<file path="config.mk">
export PLATFORM = sky130hd
export DESIGN_NAME = fetch_unit
export DESIGN_NICKNAME = d
export VERILOG_FILES = /design/src/rtl/fetch_unit.sv
export SDC_FILE = /design/constraint.sdc
export NUM_CORES = 1
export LEC_CHECK = 0
export ABC_AREA = 0
export CAP_MARGIN = 20
export CORE_MARGIN = 4
export CORE_UTILIZATION = 55
export CTS_CLUSTER_SIZE = 12
export DETAILED_ROUTE_END_ITERATION = 6
export DONT_BUFFER_PORTS = 1
export GPL_TIMING_DRIVEN = 0
export PLACE_DENSITY = 0.74
export SLEW_MARGIN = 20
export SYNTH_ARGS = -nofsm -noshare
export SYNTH_HDL_FRONTEND = slang
export SYNTH_SLANG_ARGS = --single-unit
</file>
<file path="constraint.sdc">
create_clock -name clk_i -period 3.89 [get_ports clk_i]
set_clock_uncertainty 0.05 [all_clocks]
set_input_delay 0.778 -clock clk_i [delete_from_list [all_inputs] [get_ports clk_i]]
set_output_delay 0.778 -clock clk_i [all_outputs]
set_load 0.01 [all_outputs]
</file>
<file path="src/rtl/fetch_unit.sv">
// Instruction fetch stage: owns the fetch PC, issues word requests, buffers responses for the decoder.
// Latency: a response in cycle N is presented to the decoder in cycle N+1; one instruction per cycle sustained.
// Backpressure: requests only issue while a FIFO slot is guaranteed; decoder stalls hold the head entry.
module fetch_unit #(
  parameter logic [31:0] RESET_PC   = 32'h0000_0000,
  parameter int          FIFO_DEPTH = 2
) (
  input  logic        clk_i,
  input  logic        rstn_i,
  output logic        imem_req_valid_o,
  input  logic        imem_req_ready_i,
  output logic [31:0] imem_req_addr_o,
  input  logic        imem_rsp_valid_i,
  input  logic [31:0] imem_rsp_data_i,
  output logic        instr_valid_o,
  input  logic        instr_ready_i,
  output logic [31:0] instr_data_o,
  output logic [31:0] instr_pc_o,
  input  logic        redirect_i,
  input  logic [31:0] redirect_pc_i
);

  localparam int CW = $clog2(FIFO_DEPTH + 1);
  localparam int PW = $clog2(FIFO_DEPTH);
  localparam logic [CW:0]   DEPTH_EXT = (CW + 1)'(FIFO_DEPTH);
  localparam logic [CW-1:0] DEPTH_CNT = CW'(FIFO_DEPTH);

  typedef enum logic {
    ST_RESET = 1'b0,
    ST_RUN   = 1'b1
  } state_t;

  state_t        state;
  state_t        state_next;

  logic [31:0]   fetch_pc;
  logic [31:0]   rsp_pc;
  logic [CW-1:0] outstanding;
  logic [CW-1:0] discard;
  logic [CW-1:0] count;
  logic [PW-1:0] wr_ptr;
  logic [PW-1:0] rd_ptr;

  logic [31:0]   buf_data [FIFO_DEPTH];
  logic [31:0]   buf_pc   [FIFO_DEPTH];

  logic          req_valid;
  logic          req_fire;
  logic          rsp_fire;
  logic          push;
  logic          pop;
  logic          instr_valid;
  logic          credit_ok;
  logic [CW:0]   used;
  logic [CW-1:0] outstanding_next;
  logic [CW-1:0] count_next;
  logic [31:0]   redirect_addr;

  // Low two bits of the redirect target are dropped; masking keeps every input bit referenced.
  assign redirect_addr = redirect_pc_i & ~32'h0000_0003;

  assign instr_valid = (count != '0);

  // A pop in a redirect cycle is swallowed by the flush, so it never counts as a consume.
  assign pop = instr_valid & instr_ready_i & ~redirect_i;

  // Slots committed = in-flight requests + buffered words; a same-cycle pop frees its slot
  // immediately, which is what lets a 1-cycle memory stream at one word per cycle.
  assign used      = {1'b0, outstanding} + {1'b0, count} - {{CW{1'b0}}, pop};
  assign credit_ok = (used < DEPTH_EXT);

  assign req_fire = req_valid & imem_req_ready_i;

  // Responses with nothing outstanding are a protocol error and are ignored.
  assign rsp_fire = imem_rsp_valid_i & (outstanding != '0);

  // Words still owed to a flushed stream are dropped; the redirect cycle itself never pushes.
  assign push = rsp_fire & (discard == '0) & ~redirect_i;

  assign outstanding_next = outstanding + CW'(req_fire) - CW'(rsp_fire);
  assign count_next       = count + CW'(push) - CW'(pop);

  // State register.
  always_ff @(posedge clk_i or negedge rstn_i) begin
    if (!rstn_i) begin
      state <= ST_RESET;
    end else begin
      state <= state_next;
    end
  end

  // Next-state and request-valid decode; no request while idle after reset or while redirecting.
  always_comb begin
    state_next = state;
    req_valid  = 1'b0;
    case (state)
      ST_RESET: begin
        state_next = ST_RUN;
      end
      ST_RUN: begin
        req_valid = credit_ok & ~redirect_i;
      end
      default: begin
        state_next = ST_RESET;
      end
    endcase
  end

  // PC, credit and FIFO bookkeeping; a redirect restarts both PCs and hands every
  // in-flight request (including one accepted this cycle) to the discard counter.
  always_ff @(posedge clk_i or negedge rstn_i) begin
    if (!rstn_i) begin
      fetch_pc    <= RESET_PC;
      rsp_pc      <= RESET_PC;
      outstanding <= '0;
      discard     <= '0;
      count       <= '0;
      wr_ptr      <= '0;
      rd_ptr      <= '0;
    end else if (state == ST_RESET) begin
      if (redirect_i) begin
        fetch_pc <= redirect_addr;
        rsp_pc   <= redirect_addr;
      end
    end else if (redirect_i) begin
      fetch_pc    <= redirect_addr;
      rsp_pc      <= redirect_addr;
      outstanding <= outstanding_next;
      discard     <= outstanding_next;
      count       <= '0;
      wr_ptr      <= '0;
      rd_ptr      <= '0;
    end else begin
      outstanding <= outstanding_next;
      count       <= count_next;
      if (req_fire) begin
        fetch_pc <= fetch_pc + 32'd4;
      end
      if (rsp_fire && (discard != '0)) begin
        discard <= discard - CW'(1);
      end
      if (push) begin
        rsp_pc <= rsp_pc + 32'd4;
        wr_ptr <= wr_ptr + PW'(1);
      end
      if (pop) begin
        rd_ptr <= rd_ptr + PW'(1);
      end
    end
  end

  // Buffer storage; cleared on reset so the decoder-facing outputs read zero.
  always_ff @(posedge clk_i or negedge rstn_i) begin
    if (!rstn_i) begin
      for (int i = 0; i < FIFO_DEPTH; i++) begin
        buf_data[i] <= '0;
        buf_pc[i]   <= '0;
      end
    end else if (push) begin
      buf_data[wr_ptr] <= imem_rsp_data_i;
      buf_pc[wr_ptr]   <= rsp_pc;
    end
  end

  assign imem_req_valid_o = req_valid;
  assign imem_req_addr_o  = fetch_pc;
  assign instr_valid_o    = instr_valid;
  assign instr_data_o     = buf_data[rd_ptr];
  assign instr_pc_o       = buf_pc[rd_ptr];

  // Memory must never answer more requests than were issued.
  a_rsp_expected : assert property (@(posedge clk_i) disable iff (!rstn_i)
    imem_rsp_valid_i |-> (outstanding != '0));

  // The credit scheme keeps the buffer and the in-flight count within depth.
  a_count_bound : assert property (@(posedge clk_i) disable iff (!rstn_i)
    (count <= DEPTH_CNT) && (outstanding <= DEPTH_CNT));

endmodule
</file>
Word-level counts from Yosys, hierarchy flattened
Cells that the tools add are included. Widths: inputs -> output; s select.

Reductions and logical operators: 16. Add/sub/neg operators: 11. Bitwise gates (word level): 10. Magnitude comparators: 4. Mux-type cells: 25.

Operators by type and width (number): $mux 32 (14); $bwmux 64 (2); $add 32x3->32 const B (2); $demux 32 s1 (1); $reduce_bool 2->1 (8); $reduce_and 2->1 (5); $and 1x1->1 (7); $mux 2 (3); $mux 1 (5); $add 2x1->2 (2); $ge 2x2->1 const B (2); $not 1->2 (2); $sub 2x1->2 (2); $add 2x2->3 (1); $lt 3x2->1 const B (1); $sub 3x1->3 (1); $add 1x1->1 const B (2); $logic_and 1x1->1 (2); $logic_not 2->1 (1); $lt 2x1->1 const B (1); $sub 2x1->2 const B (1); $not 1->1 (1).

Input port bits: 70. Register bits after elaboration: 201. Output and inout port bits: 98. Logic and storage cells: 78.

Logic depth before layout (Yosys ltp)
Word-level depth: 11. Gate-level depth with buffers: 19. Mapped depth without buffers: 18.

Least setup slack after synthesis
OpenSTA, ideal clock, no wires.

Kind: in2reg. Start: in redirect_i. End: reg discard[1]. Cell stages on the path: 19. Data required time: 3.715 ns. Data arrival time: 4.255 ns. Slack: -0.539 ns. Path buffers: 3. Setup time: 0.125 ns. Cell sequence: buf_2 clkbuf_1 clkbuf_1 nor2_1 ha_1 nand2b_1 fa_1 and3_1 nand2_1 nor2_1 inv_1 ha_1 inv_1 ha_1 xor2_1 nand2_1 nand3b_1 o21ai_0 mux2_2.

Cells in the longest elaborated chain, start to end: 10. Elaborated cells on any way between the ends: 12. Classes of those cells: add/sub (3); order compare (1); mux (2); bitwise (4); reduce/logical (2).

Ends and longest elaborated chain: from (decl) (line 19) `input logic redirect_i,`; $not 1->1 (line 65, 101); $and 1x1->1 (line 65) `assign pop = instr_valid & instr_ready_i & ~redirect_i;`; $sub 3x1->3 (line 69) `assign used = {1'b0, outstanding} + {1'b0, count} - {{CW{1'b0}}, pop};`; $lt 3x2->1 (line 70) `assign credit_ok = (used < DEPTH_EXT);`; $and 1x1->1 (line 101) `req_valid = credit_ok & ~redirect_i;`; $mux 1 (line 96) `case (state)`; $and 1x1->1 (line 72) `assign req_fire = req_valid & imem_req_ready_i;`; $add 2x1->2 (line 80) `assign outstanding_next = outstanding + CW'(req_fire) - CW'(rsp_fire);`; $sub 2x1->2 (line 80); $mux 2 (line 125) `end else if (redirect_i) begin`; to (signal assigned) (line 129) `discard <= outstanding_next;`; to (signal assigned) (line 140) `discard <= discard - CW'(1);`; to (decl) (line 39) `logic [CW-1:0] discard;`.

Several ways; a longest one is shown, not always the timed one. A chain may end at the register's enable or synchronous reset.

Final worst setup path
Same ends and word-level chain as after synthesis.

==> reports/qor.yml <==
tritoncts: "yes"
remaining_drc_errors: 0
cts-htree-levels: 4
critical_path.cell_chain: "buf_4 -> clkbuf_8 -> nor2_4 -> ha_1 -> nand2b_4 -> fa_1 -> and3_4 -> nand2_4 -> nor2_4 -> inv_2 -> ha_1 -> inv_1 -> ha_2 -> xor2_2 -> nand2_1 -> nand3b_1 -> o21ai_0 -> mux2_2"
worstSetupEndpointType: "flip-flop"
ys_types: 60
firstDrtPassIters: 7
num_rows: 48
max_stage_delay_ns: 0.51
status: "finished with violations"
report.final.slew_viol_count: 0
crit_buf_inv: 4
synth_seq_cells: 193
clk_pin_slew_ns: 0.08
worstPathArrival_ns: 3.94
grt_max_degree: 194
critical-path-top-delay-family: "adder cells"
seqPwrFrac: 0.432
place.gp.congestion: 0.935
final-setup-viol-count: 0
ys_warn_count: 0
cts_made_buffers: 17
num_vias: 7016
r2r_setup_slack_ns: 0.25
cp.required_ns: 4.16
syn_to_final_growth_pct: 10.2
drive_above_1_share: 0.302
async_flop_share: 1.00
rr_worst_depth: 18
holdCritPathClass: "in2async"
synth_area_mm2: 0.00961
initial_core_util: 0.559
routed_wl_um: 24200
die_h_um: 140
layout_common_cells: "dfrtp_1, mux2_2, nor2_1"
syn_area_per_cell_um2: 11.4
peakVddDrop_uv: 387
antenna_found_initial: 1
fin_nets: 949
intPower_uw: 4810
p_leak_uw: 0.00441
io_pins: 168
relSlewSlack: 0.440
powerDensity_mw_per_mm2: 704
maxCapViolations: 0
finalCriticalPeriod_ns: 3.67
hold_viol_final: 54
final_util: 0.616
period_share: 0.944
clock-sinks: 193
coreArea_mm2: 0.0172
synth_top_flop_cell: "dfrtp_1"
clock_path_buffers: 2
crit_type: "in2reg"
die_area_mm2: 0.0196
die_w_um: 140
antenna_left: 0
wire_per_inst_um: 21.8
dp_hpwl_um: 17200
cp_slowest_cell: "fa_1"
clock_power_share: 0.230
grt_pass1_vias: 6963
cts_root_buf: "clkbuf_16"
grt_overflow: 0
grt_first_pass_wirelength_um: 38700
insertion_delay_ns: 0.43
startpoint_type: "input pin"
comb_power_share: 0.338
yosysSeqAreaShare: 0.503
netlist_instances: 844
io_buffers: 0
path_max_fanout: 19
regToRegStartpoint: "count[0]"
p_sw_uw: 2640
total_power_uw: 7450
avgViaCountPerCell: 6.33
grt_usage: 0.248
p_sw_frac: 0.354
drt_iter0_drc: 692
synth_edf_count: 0
fmax_mhz: 272
final_cells: 1109
violations: "negative hold slack"
worst_pin_slew_ns: 0.837
r2r_end: "discard[1]"
dpl.cell_count: 1072
hold-worst-slack_ns: -0.0111
setup_tns_ns: 0
rsz0062_at_grt: "no"
final_common_cell: "dfrtp_1"
==> state kept, by name, summed over array words and instances (netlist names) <==
signal and flops:
rsp_pc 30, buf_data 64, imem_req_addr_o 30, discard 2, buf_pc 60, count 2
rd_ptr 1, outstanding 2, state 1, wr_ptr 1
==> timing repair <==
item / 4_1_cts / 5_1_grt
hold endpoints to repair: 193 / 193
setup buffers: 0 / 4
gates resized for setup: 0 / 4
setup endpoints to repair: 0 / 1
==> power groups by stage <==
stage / logic, uW / registers (uW) / clock network (uW)
5_1_grt: 2740 / 3320 / 1830
3_3_place_gp: 2430 / 3210 / 0
4_1_cts: 2490 / 3220 / 1750
2_1_floorplan: 2050 / 3090 / 0
3_5_place_dp: 2480 / 3260 / 0
6_report: 2520 / 3220 / 1710
==> cell families (layout without fill, tap and decap cells) <==
logic type | after synthesis | after routing | share of synthesized area
AOI/OAI and AO/OA | 157 | 157 | 0.107
DFF | 193 | 193 | 0.503
buffers and inverters | 67 | 102 | 0.0301
and+or+nand+nor | 215 | 215 | 0.114
xor gates and xnor gates | 10 | 10 | 0.00912
other | 2 | 7 | 0.000782
muxes | 190 | 190 | 0.222
adders and majority gates | 10 | 10 | 0.0138
==> routing by layer <==
| metal | up-vias | track usage | wire length [um] |
|---|---|---|---|
| met5 | - | 0 | 0 |
| met4 | 0 | 0.0821 | 595 |
| met3 | 46 | 0.0560 | 1980 |
| met2 | 317 | 0.388 | 11500 |
| met1 | 3489 | 0.344 | 10100 |
| li1 | 3164 | - | - |
==> synthesized netlist by cell type, types with 2 or more instances <==
library cell	number	share of area
o211ai_1	5	0.0039
buf_2	18	0.0094
a211o_1	2	0.0018
a211oi_1	9	0.0070
clkbuf_1	28	0.011
ha_1	9	0.012
a31oi_1	11	0.0072
o22a_1	10	0.0091
a311oi_1	8	0.0073
and2_1	5	0.0033
and4_1	5	0.0046
dfrtp_1	193	0.50
inv_1	15	0.0059
o21a_1	3	0.0023
mux2_2	188	0.22
buf_4	4	0.0031
a2bb2oi_1	4	0.0036
o22ai_1	9	0.0059
a221oi_1	2	0.0018
a41oi_1	3	0.0027
nand3_2	3	0.0031
or3_1	7	0.0046
nand2_1	41	0.016
o31a_1	3	0.0027
mux2i_1	2	0.0021
nor4_1	6	0.0039
and3_1	10	0.0065
nor3b_1	2	0.0016
xor2_1	4	0.0036
nor3_2	2	0.0021
nand4_1	14	0.0091
nor2_1	54	0.021
a21oi_1	44	0.023
nand2b_1	4	0.0026
nor2b_1	2	0.0013
xnor2_1	6	0.0055
nand3b_1	2	0.0016
nor3_1	21	0.011
a221o_1	2	0.0021
conb_1	2	0.00078
nand3_1	30	0.016
o21ai_0	32	0.017
or2_2	3	0.0020
==> final cells by class <==
cell class	count	area [um2]
Antenna cell	2	5.00
Buffer	50	238
Clock buffer	18	429
Clock inverter	14	140
Fill cell	1435	6590
Inverter	16	60.1
Multi-Input combinational cell	587	4570
Sequential cell	193	4830
Tap cell	225	282
Timing Repair Buffer	4	30.0
==> per-stage QoR <==
| stage | setup slack (ns) | instance area [um2] |
|---|---|---|
| after detailed placement | -0.376 | 9970 |
| after global routing | 0.0303 | 10600 |
| after CTS | 0.0418 | 10500 |
| after floorplan | 0.00174 | 9690 |
| after global placement | -0.320 | 9970 |
| final | 0.220 | 10600 |
==> how the worst max path moves through the flow <==
stage	from	end	slack [ns]	cells after the start
floorplan	redirect_i	discard[1]	0.002	19
detailed placement	redirect_i	discard[1]	-0.38	19
global placement	redirect_i	discard[1]	-0.32	19
CTS	count[0]	discard[1]	0.04	18
global route	redirect_i	discard[1]	0.03	18
finish	redirect_i	discard[1]	0.22	18
==> worst register-to-register path, cell delays in order, from the launching register on <==
cell	delay (ns)
dfrtp_1	0.41
or2_4	0.29
nand2_4	0.09
nor2_4	0.04
ha_1	0.28
nand2b_4	0.14
fa_1	0.51
and3_4	0.23
nand2_4	0.09
nor2_4	0.15
inv_2	0.07
ha_1	0.29
inv_1	0.06
ha_2	0.18
xor2_2	0.17
nand2_1	0.07
nand3b_1	0.08
o21ai_0	0.07
mux2_2	0.26
No activity file was read; power rests on OpenSTA's default activity.
